**src/rtl/melody_sequencer_pkg.sv**
```systemverilog
// Shared definitions for the melody sequencer: FSM states, pitch codes, ROM entry
// layout and the pitch-to-half-period table derived from the clock frequency.
package melody_sequencer_pkg;

    typedef enum logic [1:0] {ST_IDLE, ST_FETCH, ST_NOTE, ST_GAP} state_e;

    typedef struct packed {
        logic [3:0] pitch;
        logic [3:0] dur;
    } rom_entry_t;

    localparam logic [3:0] P_REST = 4'd0;
    localparam logic [3:0] P_C5   = 4'd1;
    localparam logic [3:0] P_D5   = 4'd3;
    localparam logic [3:0] P_E5   = 4'd5;
    localparam logic [3:0] P_F5   = 4'd6;
    localparam logic [3:0] P_G5   = 4'd8;
    localparam logic [3:0] P_A5   = 4'd10;
    localparam logic [3:0] P_B5   = 4'd12;
    localparam logic [3:0] P_C6   = 4'd13;
    localparam logic [3:0] P_D6   = 4'd14;
    localparam logic [3:0] P_E6   = 4'd15;

    typedef logic [15:0][23:0] hp_table_t;

    // Equal-tempered frequencies in millihertz, A4 = 440 Hz.
    function automatic longint pitch_mhz(int code);
        case (code)
            1:  return 64'd523251;
            2:  return 64'd554365;
            3:  return 64'd587330;
            4:  return 64'd622254;
            5:  return 64'd659255;
            6:  return 64'd698456;
            7:  return 64'd739989;
            8:  return 64'd783991;
            9:  return 64'd830609;
            10: return 64'd880000;
            11: return 64'd932328;
            12: return 64'd987767;
            13: return 64'd1046502;
            14: return 64'd1174659;
            15: return 64'd1318510;
            default: return 64'd0;
        endcase
    endfunction

    // round(clk/(2f)); entry 0 stays 0 so a rest reads back as silence.
    function automatic hp_table_t hp_table(longint clk_hz);
        hp_table_t t;
        longint    f;
        t = '0;
        for (int i = 1; i < 16; i++) begin
            f    = pitch_mhz(i);
            t[i] = 24'((clk_hz * 1000 + f) / (2 * f));
        end
        return t;
    endfunction

endpackage

```
**src/rtl/melody_rom.sv**
```systemverilog
// 32x8 synchronous song ROM, one-cycle read latency. Entry = {pitch[3:0], dur[3:0]}.
module melody_rom
    import melody_sequencer_pkg::*;
(
    input  logic       clk_i,
    input  logic [4:0] addr_i,
    output logic [7:0] data_o
);

    logic [7:0] data_q;

    always_ff @(posedge clk_i) begin
        case (addr_i)
            5'd0:    data_q <= {P_A5,   4'd1};
            5'd1:    data_q <= {P_C5,   4'd2};
            5'd2:    data_q <= {P_REST, 4'd1};
            5'd3:    data_q <= {P_E6,   4'd0};
            5'd4:    data_q <= {P_G5,   4'd2};
            5'd5:    data_q <= {P_E5,   4'd2};
            5'd6:    data_q <= {P_C5,   4'd4};
            5'd7:    data_q <= {P_REST, 4'd2};
            5'd8:    data_q <= {P_D5,   4'd2};
            5'd9:    data_q <= {P_F5,   4'd2};
            5'd10:   data_q <= {P_A5,   4'd2};
            5'd11:   data_q <= {P_B5,   4'd2};
            5'd12:   data_q <= {P_C6,   4'd4};
            5'd13:   data_q <= {P_D6,   4'd2};
            5'd14:   data_q <= {P_C6,   4'd2};
            5'd15:   data_q <= {P_C6,   4'd8};
            default: data_q <= {P_REST, 4'd1};
        endcase
    end

    assign data_o = data_q;

endmodule

```
**src/rtl/melody_sequencer.sv**
```systemverilog
// Steps through the song ROM and feeds half-period/enable to the buzzer tone stage.
// Define MELODY_LOOP_EN to repeat the song until STOP instead of a single pass.
module melody_sequencer
    import melody_sequencer_pkg::*;
#(
    parameter int CLK_HZ      = 12000000,
    parameter int TEMPO_TICKS = 750000,
    parameter int GAP_CYC     = 120000,
    parameter int SONG_LEN    = 16
)(
    input  logic        CLK_IN,
    input  logic        RST_N,
    input  logic        PLAY,
    input  logic        STOP,
    output logic [23:0] HALF_PERIOD,
    output logic        TONE_EN,
    output logic        BUSY,
    output logic [4:0]  NOTE_IDX,
    output logic        DONE
);

    localparam hp_table_t   HP_TAB   = hp_table(longint'(CLK_HZ));
    localparam logic [4:0]  LAST_IDX = 5'(SONG_LEN - 1);
    localparam logic [23:0] TEMPO    = 24'(TEMPO_TICKS);
    localparam logic [23:0] NOTE_SUB = 24'(GAP_CYC + 1);
    localparam logic [23:0] GAP_LOAD = 24'(GAP_CYC - 1);

    state_e      state_q;
    logic [23:0] timer_q;
    logic [23:0] hp_q;
    logic        tone_q;
    logic        busy_q;
    logic        done_q;
    logic [4:0]  idx_q;
    logic [4:0]  idx_d;

    logic [7:0]  rom_data;
    rom_entry_t  entry;
    logic [3:0]  dur_eff;
    logic [23:0] note_load;
    logic        timer_zero;
    logic        last_note;

    assign entry      = rom_entry_t'(rom_data);
    assign dur_eff    = (entry.dur == 4'd0) ? 4'd1 : entry.dur;
    assign note_load  = 24'(dur_eff) * TEMPO - NOTE_SUB;
    assign timer_zero = (timer_q == '0);
    assign last_note  = (idx_q == LAST_IDX);

    // The ROM is addressed with the next index so its output is valid during FETCH.
    always_comb begin
        idx_d = idx_q;
        if (state_q == ST_IDLE)
            idx_d = '0;
        else if (state_q == ST_GAP && timer_zero)
            idx_d = last_note ? 5'd0 : idx_q + 5'd1;
    end

    melody_rom u_rom (
        .clk_i  (CLK_IN),
        .addr_i (idx_d),
        .data_o (rom_data)
    );

    always_ff @(posedge CLK_IN) begin
        done_q <= 1'b0;
        if (!RST_N || (STOP && state_q != ST_IDLE)) begin
            state_q <= ST_IDLE;
            timer_q <= '0;
            hp_q    <= '0;
            tone_q  <= 1'b0;
            busy_q  <= 1'b0;
            idx_q   <= '0;
        end else begin
            idx_q <= idx_d;
            case (state_q)
                ST_IDLE: begin
                    if (PLAY && !STOP) begin
                        state_q <= ST_FETCH;
                        busy_q  <= 1'b1;
                    end
                end
                ST_FETCH: begin
                    state_q <= ST_NOTE;
                    timer_q <= note_load;
                    hp_q    <= HP_TAB[entry.pitch];
                    tone_q  <= (entry.pitch != P_REST);
                end
                ST_NOTE: begin
                    if (timer_zero) begin
                        state_q <= ST_GAP;
                        timer_q <= GAP_LOAD;
                        hp_q    <= '0;
                        tone_q  <= 1'b0;
                    end else begin
                        timer_q <= timer_q - 24'd1;
                    end
                end
                ST_GAP: begin
                    if (timer_zero) begin
                        if (!last_note) begin
                            state_q <= ST_FETCH;
                        end else begin
                            done_q <= 1'b1;
`ifdef MELODY_LOOP_EN
                            state_q <= ST_FETCH;
`else
                            state_q <= ST_IDLE;
                            busy_q  <= 1'b0;
`endif
                        end
                    end else begin
                        timer_q <= timer_q - 24'd1;
                    end
                end
                default: state_q <= ST_IDLE;
            endcase
        end
    end

    assign HALF_PERIOD = hp_q;
    assign TONE_EN     = tone_q;
    assign BUSY        = busy_q;
    assign NOTE_IDX    = idx_q;
    assign DONE        = done_q;

endmodule
```
**config.mk**
```make
export PLATFORM = sky130hd
export DESIGN_NAME = melody_sequencer
export DESIGN_NICKNAME = d
export VERILOG_FILES = /design/src/rtl/melody_sequencer_pkg.sv /design/src/rtl/melody_rom.sv /design/src/rtl/melody_sequencer.sv
export SDC_FILE = /design/constraint.sdc
export NUM_CORES = 1
export LEC_CHECK = 0
export CORE_MARGIN = 8
export CORE_UTILIZATION = 25
export CTS_CLUSTER_DIAMETER = 50
export CTS_CLUSTER_SIZE = 20
export DETAILED_ROUTE_END_ITERATION = 10
export PLACE_DENSITY_LB_ADDON = 0.15
export SETUP_SLACK_MARGIN = 0.15
export SLEW_MARGIN = 10
export SYNTH_ARGS = -nofsm -noshare
export SYNTH_HDL_FRONTEND = slang
export SYNTH_SLANG_ARGS = --single-unit
export TNS_END_PERCENT = 1
```
**constraint.sdc**
```tcl
create_clock -name CLK_IN -period 5.81 [get_ports CLK_IN]
set_input_delay 1.162 -clock CLK_IN [delete_from_list [all_inputs] [get_ports CLK_IN]]
set_output_delay 1.162 -clock CLK_IN [all_outputs]
set_load 0.05 [all_outputs]
```
==> results.sh <==
export IMPL_peakVddDrop_v=0.000123
export IMPL_first_global_vias=4402
export IMPL_start_kind="flop"
export IMPL_leakagePower_nw=2.17
export IMPL_synth_top_area_cell="dfxtp_1"
export IMPL_dr_first_iter_drc_count=269
export IMPL_cp_end_kind="flop"
export IMPL_antenna_cells=0
export IMPL_dieArea_um2=25000
export IMPL_die_y_um=158
export IMPL_worst_path_buf_inv=1
export IMPL_finalHoldViolations=0
export IMPL_nFillCells=2237
export IMPL_setup_tns_ps=0
export IMPL_async_flop_share_pct=0
export IMPL_numCtsBuffers=5
export IMPL_startpoint="u_rom.data_o[2]$_SDFF_PP0_"
export IMPL_antenna_left=0
export IMPL_synth_top_area_share_pct=22.2
export IMPL_drive_gt1_share_pct=5.63
export IMPL_io_buffers=25
export IMPL_synthFlopType="dfxtp_1"
export IMPL_routed_wirelength_um=15000
export IMPL_fin_hold_ws_ps=462
export IMPL_switchingPower_mw=0.869
export IMPL_status="finished, final reports clean"
export IMPL_power_density_nw_per_um2=323
export IMPL_synthTopCellsByArea="dfxtp_1, ha_1, a21oi_1"
export IMPL_ys_seq_area_share_pct=22.2
export IMPL_insertion_delay_ps=300
export IMPL_hp_class="flop to flop"
export IMPL_max_slew_margin_rel_pct=25.0
export IMPL_required_ps=6000
export IMPL_crit_chain="inv_1, ha_1, nor2b_1, or2_2, fa_1, ha_1, a211oi_2, o21ai_1, xnor2_1, a221oi_1, a211oi_1, xnor2_1, a221oi_1, nor2_1"
export IMPL_dp_hpwl_um=11300
export IMPL_worst_path_max_fanout=8
export IMPL_worst_ep_arrival_time_ps=4840
export IMPL_cts_path_max_buffers=2
export IMPL_slew_viol_final=0
export IMPL_synth_edff_count=0
export IMPL_yosys_top_cells_count="nor2_1, dfxtp_1, a21oi_1"
export IMPL_period_minus_slack_ps=4650
export IMPL_r2r_start="u_rom.data_o[2]$_SDFF_PP0_"
export IMPL_cts_tree="yes"
export IMPL_yosysMostFrequentCell="nor2_1"
export IMPL_overflow=0
export IMPL_power_frac_comb_pct=53.6
export IMPL_num_nets_final=705
export IMPL_ioPinCount=36
export IMPL_cts_hold_buf=0
export IMPL_synth_cells=662
export IMPL_antenna_found_initial=0
export IMPL_post_route_period_util_pct=80.1
export IMPL_htreeDepth=2
export IMPL_via_count=4789
export IMPL_critPathSlowestCell="a211oi_1"
export IMPL_crit_family="compound AO/OA/AOI/OAI gates"
export IMPL_ys_ff_latch=56
export IMPL_avgViaCountPerCell=5.17
export IMPL_cap_violations=0
export IMPL_first_pass_iters=7
export IMPL_setup_viol=0
export IMPL_wire_per_inst_um=16.1
export IMPL_fin_worst_skew_ps=6.23
export IMPL_p_sw_share_pct=48.0
export IMPL_start_util_pct=25.2
export IMPL_post_cts_resized=0
export IMPL_clock_sinks=56
export IMPL_seq_power_share_pct=28.7
export IMPL_fmax_mhz=215
export IMPL_grt_max_degree=33
export IMPL_die_w_um=158
export IMPL_path_class="flop to flop"
export IMPL_p_int_mw=0.940
export IMPL_p_clk_share_pct=17.6
export IMPL_worst_slew_pin_slew_ps=1120
export IMPL_synth_area_um2=5040
export IMPL_synth_cell_types=83
export IMPL_synth_warnings=0
export IMPL_core_rowCount=52
export IMPL_placeableCoreArea_um2=20000
export IMPL_synth_avg_cell_area_um2=7.61
export IMPL_cts_setup_buffers=0
export IMPL_grtUsageTotal_pct=11.8
export IMPL_path_clk_slew_ps=70
export IMPL_grt_pass1_wl_um=23700
export IMPL_area_growth_pct=11.2
export IMPL_root_buffer="clkbuf_16"
export IMPL_drcViolationCount=0
export IMPL_rsz0062_at_grt="false"
export IMPL_cp_slowest_stage_delay_ps=590
export IMPL_hold_start="HALF_PERIOD[9]$_SDFFE_PP0P_"
export IMPL_gp_congestion=0.852
-- layout make-up --
type                            count  area, um^2  share of cell area [%]
Inverter                           22        82.6                    1.47
Timing Repair Buffer               28         273                    4.87
Multi-Input combinational cell    543        3640                    64.9
Tap cell                          270         338                    6.03
Sequential cell                    56        1120                    20.0
Clock inverter                      1        7.51                   0.134
Clock buffer                        7         143                    2.55
-- per-stage QoR --
step                      instance area, um^2  worst slack, ps  utilization, %  std cells  power [mW]
after global placement                   5450             1330            27.2        919        1.49
after CTS                                5600             1130            28.0        927        1.83
after global routing                     5600              766            28.0        927        1.95
after floorplan                          5070             1690               -        671        1.26
after detailed placement                 5450             1140            27.2        919        1.50
final                                    5600             1160            28.0        927        1.81
-- state kept, by name (all words and copies together) (netlist names) --
name          cells
TONE_EN           1
timer_q          24
HALF_PERIOD      14
u_rom.data_o      8
BUSY              1
state_q           2
DONE              1
NOTE_IDX          5
-- worst reg2reg max path, stage by stage, from the launching register on --
cell and delay [ps]:
dfxtp_1 440, inv_1 110, ha_1 220, nor2b_1 140, or2_2 400, fa_1 580, ha_1 440, a211oi_2 290
o21ai_1 220, xnor2_1 420, a221oi_1 230, a211oi_1 590, xnor2_1 140, a221oi_1 260, nor2_1 80
-- logic make-up after synthesis --
| group | Yosys count | synth area share [%] |
|---|---|---|
| mux | 9 | 1.84 |
| other cells | 1 | 0.0744 |
| fa+ha+maj | 45 | 11.8 |
| compound gates | 205 | 26.7 |
| xor+xnor | 31 | 5.39 |
| simple gates | 243 | 25.6 |
| buf+inv | 72 | 6.43 |
| flops | 56 | 22.2 |
-- routing by layer --
| metal | share of wire, % | wire [um] | up-vias | track usage (%) |
|---|---|---|---|---|
| met1 | 50 | 7530 | 2266 | 16.4 |
| met5 | 0 | 0 | - | 0 |
| met2 | 45 | 6690 | 103 | 18.6 |
| li1 | - | - | 2400 | - |
| met3 | 3.2 | 480 | 20 | 1.20 |
| met4 | 1.7 | 253 | 0 | 3.59 |
-- placed cells by master (no fill, tap or decap), types with 14 or more instances in the layout --
cell,instances
a211oi_1,15
a21oi_1,54
clkdlybuf4s50_1,25
dfxtp_1,56
ha_1,41
inv_1,21
nand2_1,44
nand3_1,19
nor2_1,71
nor3_1,27
o21ai_0,40
xnor2_1,17
xor2_1,14
-- power groups by stage --
stage	logic, mW	registers [mW]	clock network [mW]
floorplan	0.676	0.583	0
global placement	0.968	0.526	0
detailed placement	0.971	0.528	0
CTS	0.976	0.520	0.333
global route	1.08	0.531	0.344
finish	0.970	0.520	0.319
-- path summary, 6_finish.rpt --
kind | endpoint | slack (ps) | cells past startpoint
setup / recovery | timer_q[17]$_SDFFE_PP0P_ | 1160 | 14
hold / removal | HALF_PERIOD[9]$_SDFFE_PP0P_ | 460 | 2
setup reg to reg | timer_q[17]$_SDFFE_PP0P_ | 1160 | 14
hold reg to reg | HALF_PERIOD[9]$_SDFFE_PP0P_ | 460 | 2
(Power assumes the default switching activity.)
